$ cat src/rtl/pipe_reg.sv
// rtl/pipe_reg.sv - two-entry skid buffer pipeline register with stall/flush statistics
// Define PIPE_REG_STATS_EN to build the saturating stall_cnt/flush_cnt counters; otherwise they read 0.
module pipe_reg #(
   parameter int                DATA_W = 64,
   parameter logic [DATA_W-1:0] BUBBLE = '0,
   parameter int                CNT_W  = 16
) (
   input  logic              clk,
   input  logic              rst,
   input  logic              in_valid,
   output logic              in_ready,
   input  logic [DATA_W-1:0] in_data,
   output logic              out_valid,
   input  logic              out_ready,
   output logic [DATA_W-1:0] out_data,
   input  logic              flush,
   output logic [1:0]        occupancy,
   output logic [CNT_W-1:0]  stall_cnt,
   output logic [CNT_W-1:0]  flush_cnt
);

   localparam logic [1:0] S_EMPTY = 2'd0;
   localparam logic [1:0] S_ONE   = 2'd1;
   localparam logic [1:0] S_TWO   = 2'd2;

   logic [1:0]        state;
   logic [DATA_W-1:0] head;
   logic [DATA_W-1:0] skid;
   logic              in_fire;
   logic              out_fire;

   // Handshake outputs depend only on registered state, never on out_ready.
   assign in_ready  = (state != S_TWO);
   assign out_valid = (state != S_EMPTY);
   assign out_data  = out_valid ? head : BUBBLE;
   assign in_fire   = in_valid & in_ready;
   assign out_fire  = out_valid & out_ready;

   always_comb begin
      occupancy = 2'd0;
      case (state)
         S_ONE:   occupancy = 2'd1;
         S_TWO:   occupancy = 2'd2;
         default: occupancy = 2'd0;
      endcase
   end

   always_ff @(posedge clk) begin
      if (rst) begin
         state <= S_EMPTY;
         head  <= BUBBLE;
         skid  <= BUBBLE;
      end else if (flush) begin
         state <= S_EMPTY;
      end else begin
         case (state)
            S_EMPTY: begin
               if (in_fire) begin
                  head  <= in_data;
                  state <= S_ONE;
               end
            end
            S_ONE: begin
               if (in_fire && !out_fire) begin
                  skid  <= in_data;
                  state <= S_TWO;
               end else if (in_fire && out_fire) begin
                  head <= in_data;
               end else if (out_fire) begin
                  state <= S_EMPTY;
               end
            end
            S_TWO: begin
               if (out_fire) begin
                  head  <= skid;
                  state <= S_ONE;
               end
            end
            default: state <= S_EMPTY;
         endcase
      end
   end

`ifdef PIPE_REG_STATS_EN
   logic [CNT_W-1:0] stall_q;
   logic [CNT_W-1:0] flush_q;

   // Both counters stick at all-ones rather than wrapping.
   always_ff @(posedge clk) begin
      if (rst) begin
         stall_q <= '0;
         flush_q <= '0;
      end else begin
         if (out_valid && !out_ready && (stall_q != '1))
            stall_q <= stall_q + CNT_W'(1);
         if (flush && (flush_q != '1))
            flush_q <= flush_q + CNT_W'(1);
      end
   end

   assign stall_cnt = stall_q;
   assign flush_cnt = flush_q;
`else
   assign stall_cnt = '0;
   assign flush_cnt = '0;
`endif

endmodule

$ cat config.mk
export PLATFORM = sky130hd
export DESIGN_NAME = pipe_reg
export DESIGN_NICKNAME = d
export VERILOG_FILES = /design/src/rtl/pipe_reg.sv
export SDC_FILE = /design/constraint.sdc
export NUM_CORES = 1
export LEC_CHECK = 0
export BUFFER_PORTS_ARGS = -buffer_cell sky130_fd_sc_hd__clkbuf_2
export CORE_MARGIN = 4
export CORE_UTILIZATION = 56
export CTS_BUF_LIST = sky130_fd_sc_hd__clkbuf_2
export CTS_CLUSTER_DIAMETER = 40
export DETAILED_ROUTE_END_ITERATION = 16
export HOLD_SLACK_MARGIN = 0.06
export PLACE_DENSITY_LB_ADDON = 0.05
export SLEW_MARGIN = 5
export SYNTH_ARGS = -nofsm -noshare
export SYNTH_HDL_FRONTEND = slang
export SYNTH_SLANG_ARGS = --single-unit
$ cat constraint.sdc
create_clock -name clk -period 1.75 [get_ports clk]
set_input_delay 0.35 -clock clk [delete_from_list [all_inputs] [get_ports clk]]
set_output_delay 0.35 -clock clk [all_outputs]
set_load 0.005 [all_outputs]
# After elaboration in Yosys (flattened, before gate mapping)
# Cells that the tools add are included.
dict set report totals {
  word_cells 38
  inputBits 69
  reg_bits 130
  output_inout_bits 100
}
dict set report classes {
  eq_ne 9
  n_bitwise 3
  reduce_logical 10
  n_mux 13
}
# op count
set op_table {}
lappend op_table {{64-bit 2-to-1 mux} 5}
lappend op_table {{64-bit one-hot mux with 3 select lines} 1}
lappend op_table {{2-bit 2-to-1 mux} 5}
lappend op_table {{2-bit != test, second input constant} 5}
lappend op_table {{3-bit != test, second input constant} 2}
lappend op_table {{2-bit one-hot mux with 3 select lines} 1}
lappend op_table {{6-bit AND reduction} 1}
lappend op_table {{2-bit one-hot mux with 2 select lines} 1}
lappend op_table {{4-bit AND reduction} 1}
lappend op_table {{3-bit AND reduction} 1}
lappend op_table {{3-bit nonzero test} 1}
lappend op_table {{1-bit bitwise AND} 2}
lappend op_table {{2-bit by 1-bit == test with 1-bit output, second input constant} 1}
lappend op_table {{2-bit == test, second input constant} 1}
lappend op_table {{1-bit logical AND} 2}
lappend op_table {{2-bit zero test} 1}
lappend op_table {{2-bit nonzero test} 1}
lappend op_table {{2-bit OR reduction} 1}
lappend op_table {{1-bit zero test} 1}
lappend op_table {{1-bit NOT} 1}

# Logic depth before layout (Yosys ltp)
# Gate-level depths: netlist (run 1).
dict set report depth {
  ltp_word 6
  mapped_depth 6
  mapped_depth_nobuf 4
}

# Worst setup path after synthesis (run 1)
# OpenSTA, ideal clock, no wires.
dict set report synth_timing {
  path_kind {register -> output}
  startpoint {register state[1]}
  endpoint {output out_data[10]}
  arrival_time_ns 1.120
  required_ns 1.400
  setup_slack_ns 0.280
  path_buffers 2
  path_stages_with_launch 5
  path_cell_list {dfxtp_1 -> nor2_1 -> clkbuf_1 -> clkbuf_1 -> nor2b_1}
}
dict set report synth_between {
  elab_chain_cells 2
}
# item line
set synth_lines {}
lappend synth_lines {{start: declaration} 26} ;# logic [1:0] state;
lappend synth_lines {{start signal: assignment} 50} ;# state <= S_EMPTY;
lappend synth_lines {{start signal: assignment} 54} ;# state <= S_EMPTY;
lappend synth_lines {{start signal: assignment} 60} ;# state <= S_ONE;
lappend synth_lines {{2-bit nonzero test} 34} ;# assign out_valid = (state != S_EMPTY);
lappend synth_lines {{64-bit 2-to-1 mux} 35} ;# assign out_data = out_valid ? head : BUBBLE;
lappend synth_lines {{end: declaration} 15} ;# output logic [DATA_W-1:0] out_data,
# Every way passes these cells.

# Final worst setup path (run 1)
dict set report layout_timing {
  startpoint {register state[1]}
  endpoint {output out_data[25]}
}
# The elaborated chain is that of the path after synthesis.

==> results.tsv, run 1 <==
metric	value	unit
Slew Viols, Final	0	
Area contributors post-synth	dfxtp_1 (37%), o41ai_2 (13%), nor2b_1 (12%)	
Mean Syn Cell Area	9.09	µm²
RSZ-0062 raised after global routing	true	
CTS tree	yes	
Synth top area share	0.372	
Max VDD drop	534	µV
#FFs+latches synth	130	
status	complete, but fails checks	
clk_skew	20.5	ps
share of cells above drive strength 1	0.301	
die width	120	µm
gr ovfl total	0	
pwr/cell area	626	mW/mm²
DP Wirelength	11100	µm
final wirelength	18600	µm
Final min period	2210	ps
slowest cell delay on critical path	460	ps
clk slew on worst S/H paths	180	ps
Multi-input gate area	0.00393	mm²
IO Port Bufs	136	
Slew headroom	0.416	
Root Driver	clkbuf_2	
Layout area overhead	28.5	%
Placer Congestion	0.769	
critical path type	flip-flop to output pin	
Area after DPL	0.00768	mm²
Filler cells	892	
worst hold path type	input port to flip-flop	
fin crit share	1.27	
Top-Level Pins	169	
Setup crit end kind	output pin	
Post-synth top flop	dfxtp_1	
Ys Warns	0	
sequential power share	0.549	
H-tree levels	4	
initial antenna violation count	0	
global-route wire length before repair	29400	µm
Clock power frac	0.272	
GRT Overall Usage	0.252	
total power	5630	µW
nets	1024	
WL per Instance	16.3	µm
synthesized instance count	770	
Worst Path Arrival	1860	ps
largest net degree at the start of global routing	69	
routed vias	6152	
Int Power	4040	µW
Final Cell Area	0.00899	mm²
DR DRC count	0	
CP max FO	11	
f_max	452	MHz
P_sw	1590	µW
vias in the first global route	6027	
failing checks	setup timing	
worst setup margin	-464	ps
Initial DRT Pass Iterations	4	
critical path's slowest cell	dfxtp_4	
combinational share of power	0.180	
Worst Tran Pin Value	876	ps
Sink Count	130	
number of enable flip-flop cells after synthesis	0	
leakage power	0.00413	µW
Seq/Total Area, Yosys	0.372	
final setup fails	68	
Sw Share	0.283	
Clock Path Buffers	2	
Routed Antenna Nets	0	
cells along the critical path	nor2_4 -> clkbuf_16 -> buf_16 -> nor2b_1 -> clkbuf_2	
Worst-Skew Late Latency	700	ps
Yosys cell types	27	
Startpoint Class	flip-flop	
Die H	120	µm
Max Cap Viol	0	
mapped cell area	0.00700	mm²
synth cell count leaders	dfxtp_1 (130), nor2b_1 (130), nand2_1 (129)	
Ant. Diodes	0	
core box area	0.0121	mm²
Final Hold Fails	0	
register area	0.00261	mm²
CTS Buf Count	17	
Crit path required time	1400	ps
asr flop ratio synth	0	
vias per cell	5.42	
leading area contributor after synthesis	dfxtp_1	
1st-iter DRT viols	458	
die area	0.0144	mm²
num rows	40	
Initial Utilization	0.578	
sequential cells by signal, indices dropped and copies added (netlist names):
| name | count |
|---|---|
| skid | 64 |
| state | 2 |
| head | 64 |
what timing repair did:
item	CTS	global route
hold buffers	68	0
endpoints found under the setup margin	83	85
gates cloned	4	5
resized for setup	30	25
pin swaps	1	1
endpoints found under the hold margin	130	0
setup buffers	4	2
power groups by stage:
stage          clock (µW)  sequential, µW  combinational (µW)
6_report             1530            3090                1010
5_1_grt              1730            3100                1090
4_1_cts              1590            3090                 948
3_5_place_dp            0            3150                 761
3_3_place_gp            0            3150                 732
2_1_floorplan           0            3140                 559
logic make-up (layout without fill, tap and decap cells):
group                  count (synthesis)  after routing  share of synthesized area
flip-flops                           130            130                      0.372
other                                  1             32                   0.000536
buffers and inverters                111            277                      0.102
AND/OR/NAND/NOR                      267            267                      0.196
AO/OA/AOI/OAI                        197            197                      0.238
multiplexers                          64             64                     0.0915
cell type report:
class	instances	share of cell area
well taps	168	0.0234
clock buffers	22	0.0122
clock inverters	9	0.00737
inverters	2	0.00139
repair buffers	244	0.228
multi-input cells	560	0.437
flip-flops and latches	130	0.290
worst paths after layout:
path | from | endpoint | slack [ps] | cells after the start
max | state[1] | out_data[25] | -460 | 5
min | flush | skid[38] | 160 | 5
max reg2reg | state[0] | head[10] | 90 | 7
min reg2reg | skid[1] | skid[1] | 470 | 2
through the flow:
| step | utilization | setup TNS (ps) | setup WS, ps | instances | hold slack [ps] |
|---|---|---|---|---|---|
| detailed placement | 0.634 | -19.7 | -12.8 | 1022 | 446 |
| global route | 0.743 | -37820 | -584 | 1135 | 100 |
| floorplan | - | 0 | 280 | 801 | 430 |
| global placement | 0.634 | 0 | 75.4 | 1022 | 441 |
| CTS | 0.726 | -30370 | -482 | 1129 | 92.4 |
| finish | 0.743 | -27570 | -464 | 1135 | 158 |
worst max-delay path: cells and delay by family, from the launching register on:
kind / cells / cell delay, ps
buffers and inverters: 3 / 460
flip-flops: 1 / 460
AND/OR/NAND/NOR: 2 / 240
cells in the final DEF (no fill, tap or decap), types with 2 or more instances in the layout:
master	netlist	final
nor2b_4	0	12
dfxtp_1	130	128
nand2_1	129	129
buf_6	8	9
buf_12	4	12
nor2b_1	130	111
dfxtp_4	0	2
a21oi_1	65	65
o41ai_1	8	8
clkbuf_2	0	153
buf_8	0	3
buf_4	39	12
clkinv_1	0	3
conb_1	1	32
nor2b_2	0	7
buf_16	0	5
clkinv_2	0	5
o41ai_2	56	56
clkbuf_16	0	3
mux2i_1	64	64
dlygate4sd3_1	0	67
o21ai_1	64	64
routing by layer:
| metal | global-route usage | part of all wire | wire, µm |
|---|---|---|---|
| met3 | 0.0509 | 0.053 | 989 |
| met1 | 0.309 | 0.42 | 7700 |
| met5 | 0 | 0 | 0 |
| met2 | 0.442 | 0.52 | 9620 |
| met4 | 0.0845 | 0.013 | 237 |
Note: power is estimated with default switching activity, not from simulation.
==> run 2, diff against run 1 <==
--- a/config.mk
+++ b/config.mk
@@ -7,12 +7,12 @@
 export LEC_CHECK = 0
 export BUFFER_PORTS_ARGS = -buffer_cell sky130_fd_sc_hd__clkbuf_2
 export CORE_MARGIN = 4
-export CORE_UTILIZATION = 56
+export CORE_UTILIZATION = 55
 export CTS_BUF_LIST = sky130_fd_sc_hd__clkbuf_2
 export CTS_CLUSTER_DIAMETER = 40
 export DETAILED_ROUTE_END_ITERATION = 16
 export HOLD_SLACK_MARGIN = 0.06
-export PLACE_DENSITY_LB_ADDON = 0.05
+export PLACE_DENSITY_LB_ADDON = 0.25
 export SLEW_MARGIN = 5
 export SYNTH_ARGS = -nofsm -noshare
 export SYNTH_HDL_FRONTEND = slang
==> results.tsv, run 2 (same netlist as run 1, synthesis figures left out) <==
metric	value	unit	change
status	complete, but fails checks		
failing checks	setup timing		
Filler cells	682		-24%
Die H	121	µm	+0.85%
IO Port Bufs	136		unchanged
gr ovfl total	0		unchanged
DP Wirelength	10900	µm	-1.8%
Setup crit end kind	output pin		
Crit path required time	1400	ps	about the same
critical path's slowest cell	dfxtp_2		
CTS tree	yes		
Worst-Skew Late Latency	730	ps	+30 ps
Critical R2R Launch	state[1]		
share of cells above drive strength 1	0.393		+0.0922
Multi-input gate area	0.00463	mm²	+18%
largest net degree at the start of global routing	69		unchanged
critical path type	flip-flop to output pin		
worst setup margin	-462	ps	+1.68 ps
setup_tns	-31340	ps	-3780 ps
Slew Viols, Final	0		unchanged
GRT Overall Usage	0.255		+0.00295
die area	0.0146	mm²	+1.7%
num rows	40		unchanged
most frequent cells in the layout	clkbuf_2 (146), nand2_1 (129), dfxtp_1 (128)		
CP max FO	18		+7
Final Hold Fails	0		unchanged
hold_sp	in_data[6]		
Top-Level Pins	169		unchanged
Sink Count	130		unchanged
hold depth	4		-1
leakage power	0.00440	µW	+6.7%
global-route wire length before repair	30200	µm	+2.7%
cells along the critical path	buf_6 -> nor2_4 -> buf_4 -> buf_16 -> nor2b_1 -> clkbuf_2		
Slew headroom	0.248		-0.168
Routed Antenna Nets	0		unchanged
clk_skew	34.3	ps	+13.8 ps
most common cell after layout, fill and taps aside	clkbuf_2		
H-tree levels	4		unchanged
clk slew on worst S/H paths	210	ps	+30 ps
1st-iter DRT viols	575		+26%
reg2reg setup slack	-210	ps	-300 ps
Initial DRT Pass Iterations	5		+1
vias per cell	5.74		+6.0%
post-layout util	0.832		+0.0896
Worst Path Arrival	1860	ps	about the same
WL per Instance	20.3	µm	+24%
Max Cap Viol	0		unchanged
routed vias	6664		+8.3%
CTS Buf Count	17		unchanged
Worst Tran Pin Value	1130	ps	+252 ps
DR DRC count	0		unchanged
register area	0.00261	mm²	about the same
Setup crit start	state[1]		
Ant. Diodes	0		unchanged
Startpoint Class	flip-flop		
Placer Congestion	0.785		+2.1%
end of the worst hold path	skid[6]		
final setup fails	131		+93%
Initial Utilization	0.573		-0.00474
RSZ-0062 raised after global routing	true		
nets	1049		+2.4%
pwr/cell area	592	mW/mm²	-5.4%
slowest cell delay on critical path	390	ps	-70 ps
Root Driver	clkbuf_2		
Clock Path Buffers	2		unchanged
Final min period	2210	ps	-1.68 ps
vias in the first global route	6265		+3.9%
R2R depth	10		+3
f_max	452	MHz	about the same
Layout area overhead	45.2	%	
die width	121	µm	+0.85%
initial antenna violation count	0		unchanged
reg2reg end	head[5]		
final wirelength	23600	µm	+27%
core box area	0.0122	mm²	+0.83%
largest registers	head (64), skid (64), state (2)		
fin crit share	1.26		about the same
Max VDD drop	496	µV	-7.2%
worst hold path type	input port to flip-flop		
[run 2: cell count changes in the layout (fill, tap and decap cells not counted), sizes merged]
cell         previous run  this run
inv                     1         2
bufbuf                  1         0
clkinvlp                0         3
clkinv                  9        10
buf                    42        59
dlygate4sd3            67        68
clkbuf                156       159
[run 2: report_power, final]
group          switching, µW  internal, µW
registers               49.8          3050
logic                    684           612
clock network           1150           469
[run 2: layout make-up]
type	instances	area share
inverter	2	0.000739
tap	168	0.0207
timing repair buffer	269	0.249
multi-input combinational	560	0.455
clock inverter	14	0.00973
sequential	130	0.257
clock buffer	17	0.00837
[run 2: worst max-delay path, delay by kind of cell, from the launching register on]
kind	cells	cell delay, ps
buf+inv	4	540
flops	1	390
simple gates	2	180
[run 2: worst max path at each step]
stage / end / slack [ps]
2_1_floorplan: out_data[10] / 280
3_3_place_gp: skid[50] / 180
3_5_place_dp: head[49] / 120
4_1_cts: out_data[41] / -470
5_1_grt: out_data[31] / -590
6_report: out_data[31] / -460
[run 2: what timing repair did]
| item | CTS | global route |
|---|---|---|
| cloned | 2 | 22 |
| setup endpoints to repair | 68 | 132 |
| setup buffers | 8 | 9 |
| pin swaps | 1 | 39 |
| hold buffers | 68 | 0 |
| gates resized for setup | 30 | 156 |
| hold endpoints to repair | 130 | 0 |
[run 2: per-stage QoR]
step	hold WS, ps	setup slack, ps	std cells	cell area, µm²	total power (µW)
final	393	-462	1160	10200	6020
after global routing	354	-590	1160	10200	6220
after CTS	327	-465	1131	8790	5640
after detailed placement	446	116	1022	7710	3910
after global placement	440	177	1022	7710	3880
after floorplan	430	280	801	7120	3700
[run 2: routing by layer]
| layer | vias to the layer above | global-route usage | wire [µm] |
|---|---|---|---|
| met5 | - | 0 | 0 |
| met4 | 0 | 0.110 | 794 |
| met3 | 73 | 0.0603 | 1370 |
| met2 | 306 | 0.446 | 12400 |
| met1 | 3237 | 0.297 | 9060 |
| li1 | 3048 | - | - |
==> run 3, diff against run 2 <==
--- a/config.mk
+++ b/config.mk
@@ -12,6 +12,7 @@
 export CTS_CLUSTER_DIAMETER = 40
 export DETAILED_ROUTE_END_ITERATION = 16
 export HOLD_SLACK_MARGIN = 0.06
+export MAX_ROUTING_LAYER = met4
 export PLACE_DENSITY_LB_ADDON = 0.25
 export SLEW_MARGIN = 5
 export SYNTH_ARGS = -nofsm -noshare
==> constraint.sdc (replaced) <==
create_clock -name clk -period 1.75 [get_ports clk]
set_input_delay 0.4375 -clock clk [delete_from_list [all_inputs] [get_ports clk]]
set_output_delay 0.4375 -clock clk [all_outputs]
set_load 0.005 [all_outputs]
==> results.tsv, run 3 (same netlist as run 1, synthesis figures left out) <==
metric	value	unit	change
total power	5610	µW	-6.8%
initial antenna violation count	0		unchanged
Startpoint Class	flip-flop		
R2R depth	9		-1
critical path's slowest cell	dfxtp_4		
DR DRC count	0		unchanged
Slew Viols, Final	0		unchanged
Worst-Skew Late Latency	720	ps	about the same
Routed Antenna Nets	0		unchanged
P_sw	1690	µW	-10%
Setup crit end kind	output pin		
core box area	0.0122	mm²	unchanged
Crit path required time	1310	ps	-90 ps
Max VDD drop	472	µV	-4.8%
sequential power share	0.551		+0.035
most common cell after layout, fill and taps aside	clkbuf_2		
GRT Overall Usage	0.250		-0.00477
Final min period	2200	ps	-16.0 ps
final wirelength	20100	µm	-15%
slowest cell delay on critical path	390	ps	about the same
worst setup margin	-446	ps	+16.0 ps
CTS tree	yes		
Sink Count	130		unchanged
register area	0.00261	mm²	about the same
die area	0.0146	mm²	unchanged
vias in the first global route	5964		-4.8%
CP max FO	6		-12
cells along the critical path	nor2_4 -> buf_12 -> buf_16 -> nor2b_1 -> clkbuf_2		
IO Port Bufs	136		unchanged
1st-iter DRT viols	445		-23%
RSZ-0062 raised after global routing	true		
DP Worst Slack	-1.53	ps	-118 ps
global-route wire length before repair	28800	µm	-4.9%
Clock power frac	0.246		-0.023
vias per cell	5.59		-2.8%
Top-Level Pins	169		unchanged
routed vias	6413		-3.8%
hold_sp	flush		
status	complete, but fails checks		
largest registers	head (64), skid (64), state (2)		
Placer Congestion	0.801		+2.1%
failing checks	setup timing		
Layout area overhead	34.1	%	
nets	1038		-1.0%
Critical R2R Launch	state[0]		
Sw Share	0.301		-0.0124
Finished Layout Cells	1148		-1.0%
CTS Buf Count	17		unchanged
Slew headroom	0.482		+0.234
Worst Tran Pin Value	777	ps	-351 ps
Inst Count DP	1025		+0.29%
Clock Path Buffers	2		unchanged
reg2reg setup slack	-20	ps	+190 ps
H-tree levels	4		unchanged
fin crit share	1.26		-0.00914
Worst Path Arrival	1760	ps	-100 ps
Initial DRT Pass Iterations	5		unchanged
share of cells above drive strength 1	0.345		-0.0482
f_max	455	MHz	+0.73%
hold depth	3		-1
clk slew on worst S/H paths	190	ps	-20 ps
leakage power	0.00429	µW	-2.5%
end of the worst hold path	head[6]		
DP Wirelength	10900	µm	+0.79%
Root Driver	clkbuf_2		
Multi-input gate area	0.00417	mm²	-9.9%
largest net degree at the start of global routing	122		+77%
gr ovfl total	0		unchanged
Max Cap Viol	0		unchanged
Worst path top cell family by delay	buffers and inverters		
Final Hold Fails	0		unchanged
combinational share of power	0.202		-0.013
Die H	121	µm	unchanged
Ant. Diodes	0		unchanged
WL per Instance	17.5	µm	-14%
reg2reg end	head[25]		
Bufs and invs on worst path	3		-1
most frequent cells in the layout	clkbuf_2 (144), nand2_1 (129), dfxtp_1 (128)		
num rows	40		unchanged
Filler cells	803		+18%
die width	121	µm	unchanged
pwr/cell area	598	mW/mm²	+0.96%
Initial Utilization	0.573		unchanged
clk_skew	28.6	ps	-5.71 ps
critical path type	flip-flop to output pin		
final setup fails	78		-40%
worst hold path type	input port to flip-flop		
Int Power	3920	µW	-5.1%
run 3: cell types whose count changed in the layout (fill, tap and decap cells not counted), sizes merged:
cell         change
clkinvlp         -3
dlygate4sd3      -1
clkinv           +1
buf              -1
clkbuf           -7
bufinv           -1
run 3: what timing repair did:
action / 4_1_cts / 5_1_grt
pin swaps: 1 / 9
cloned: 3 / 10
gates resized for setup: 23 / 87
setup buffers: 6 / 9
endpoints found under the setup margin: 68 / 80
endpoints found under the hold margin: 121 / 0
hold buffers: 67 / 0
run 3: worst max-delay path by stage:
stage,from,end,cells after the start
after detailed placement,out_ready,head[11],6
after CTS,state[0],out_data[36],5
after floorplan,state[1],out_data[10],4
after global placement,out_ready,head[14],6
after global routing,state[0],out_data[12],5
final,state[0],out_data[12],5
run 3: final cells by class:
class,instances,area share
tap,168,0.0224
clock buffer,19,0.0101
inverter,2,0.000800
timing repair buffer,258,0.239
sequential,130,0.278
multi-input combinational,560,0.444
clock inverter,11,0.00520
run 3: layer usage:
layer,routed length [µm],track usage
met3,1210,0.0472
met4,511,0.0914
met2,10400,0.418
met5,0,-
met1,7960,0.303
run 3: metrics by stage:
stage	cell area [µm²]	setup TNS, ps	hold WS (ps)	util
after detailed placement	7750	-1.53	446	0.635
after global routing	9380	-37780	127	0.768
after floorplan	7120	0	436	-
final	9380	-27890	158	0.768
after global placement	7750	0	440	0.635
after CTS	8770	-29410	113	0.718
run 3: worst min-delay path, cell delays in order:
cell and delay, ps:
buf_4 120, buf_4 210, o41ai_2 100
run 3: power groups by stage:
stage / Sequential, µW / Combinational (µW) / Clock, µW
after floorplan: 3140 / 559 / 0
after global placement: 3150 / 745 / 0
after detailed placement: 3150 / 771 / 0
after CTS: 3090 / 953 / 1410
after global routing: 3100 / 1210 / 1560
final: 3090 / 1140 / 1380
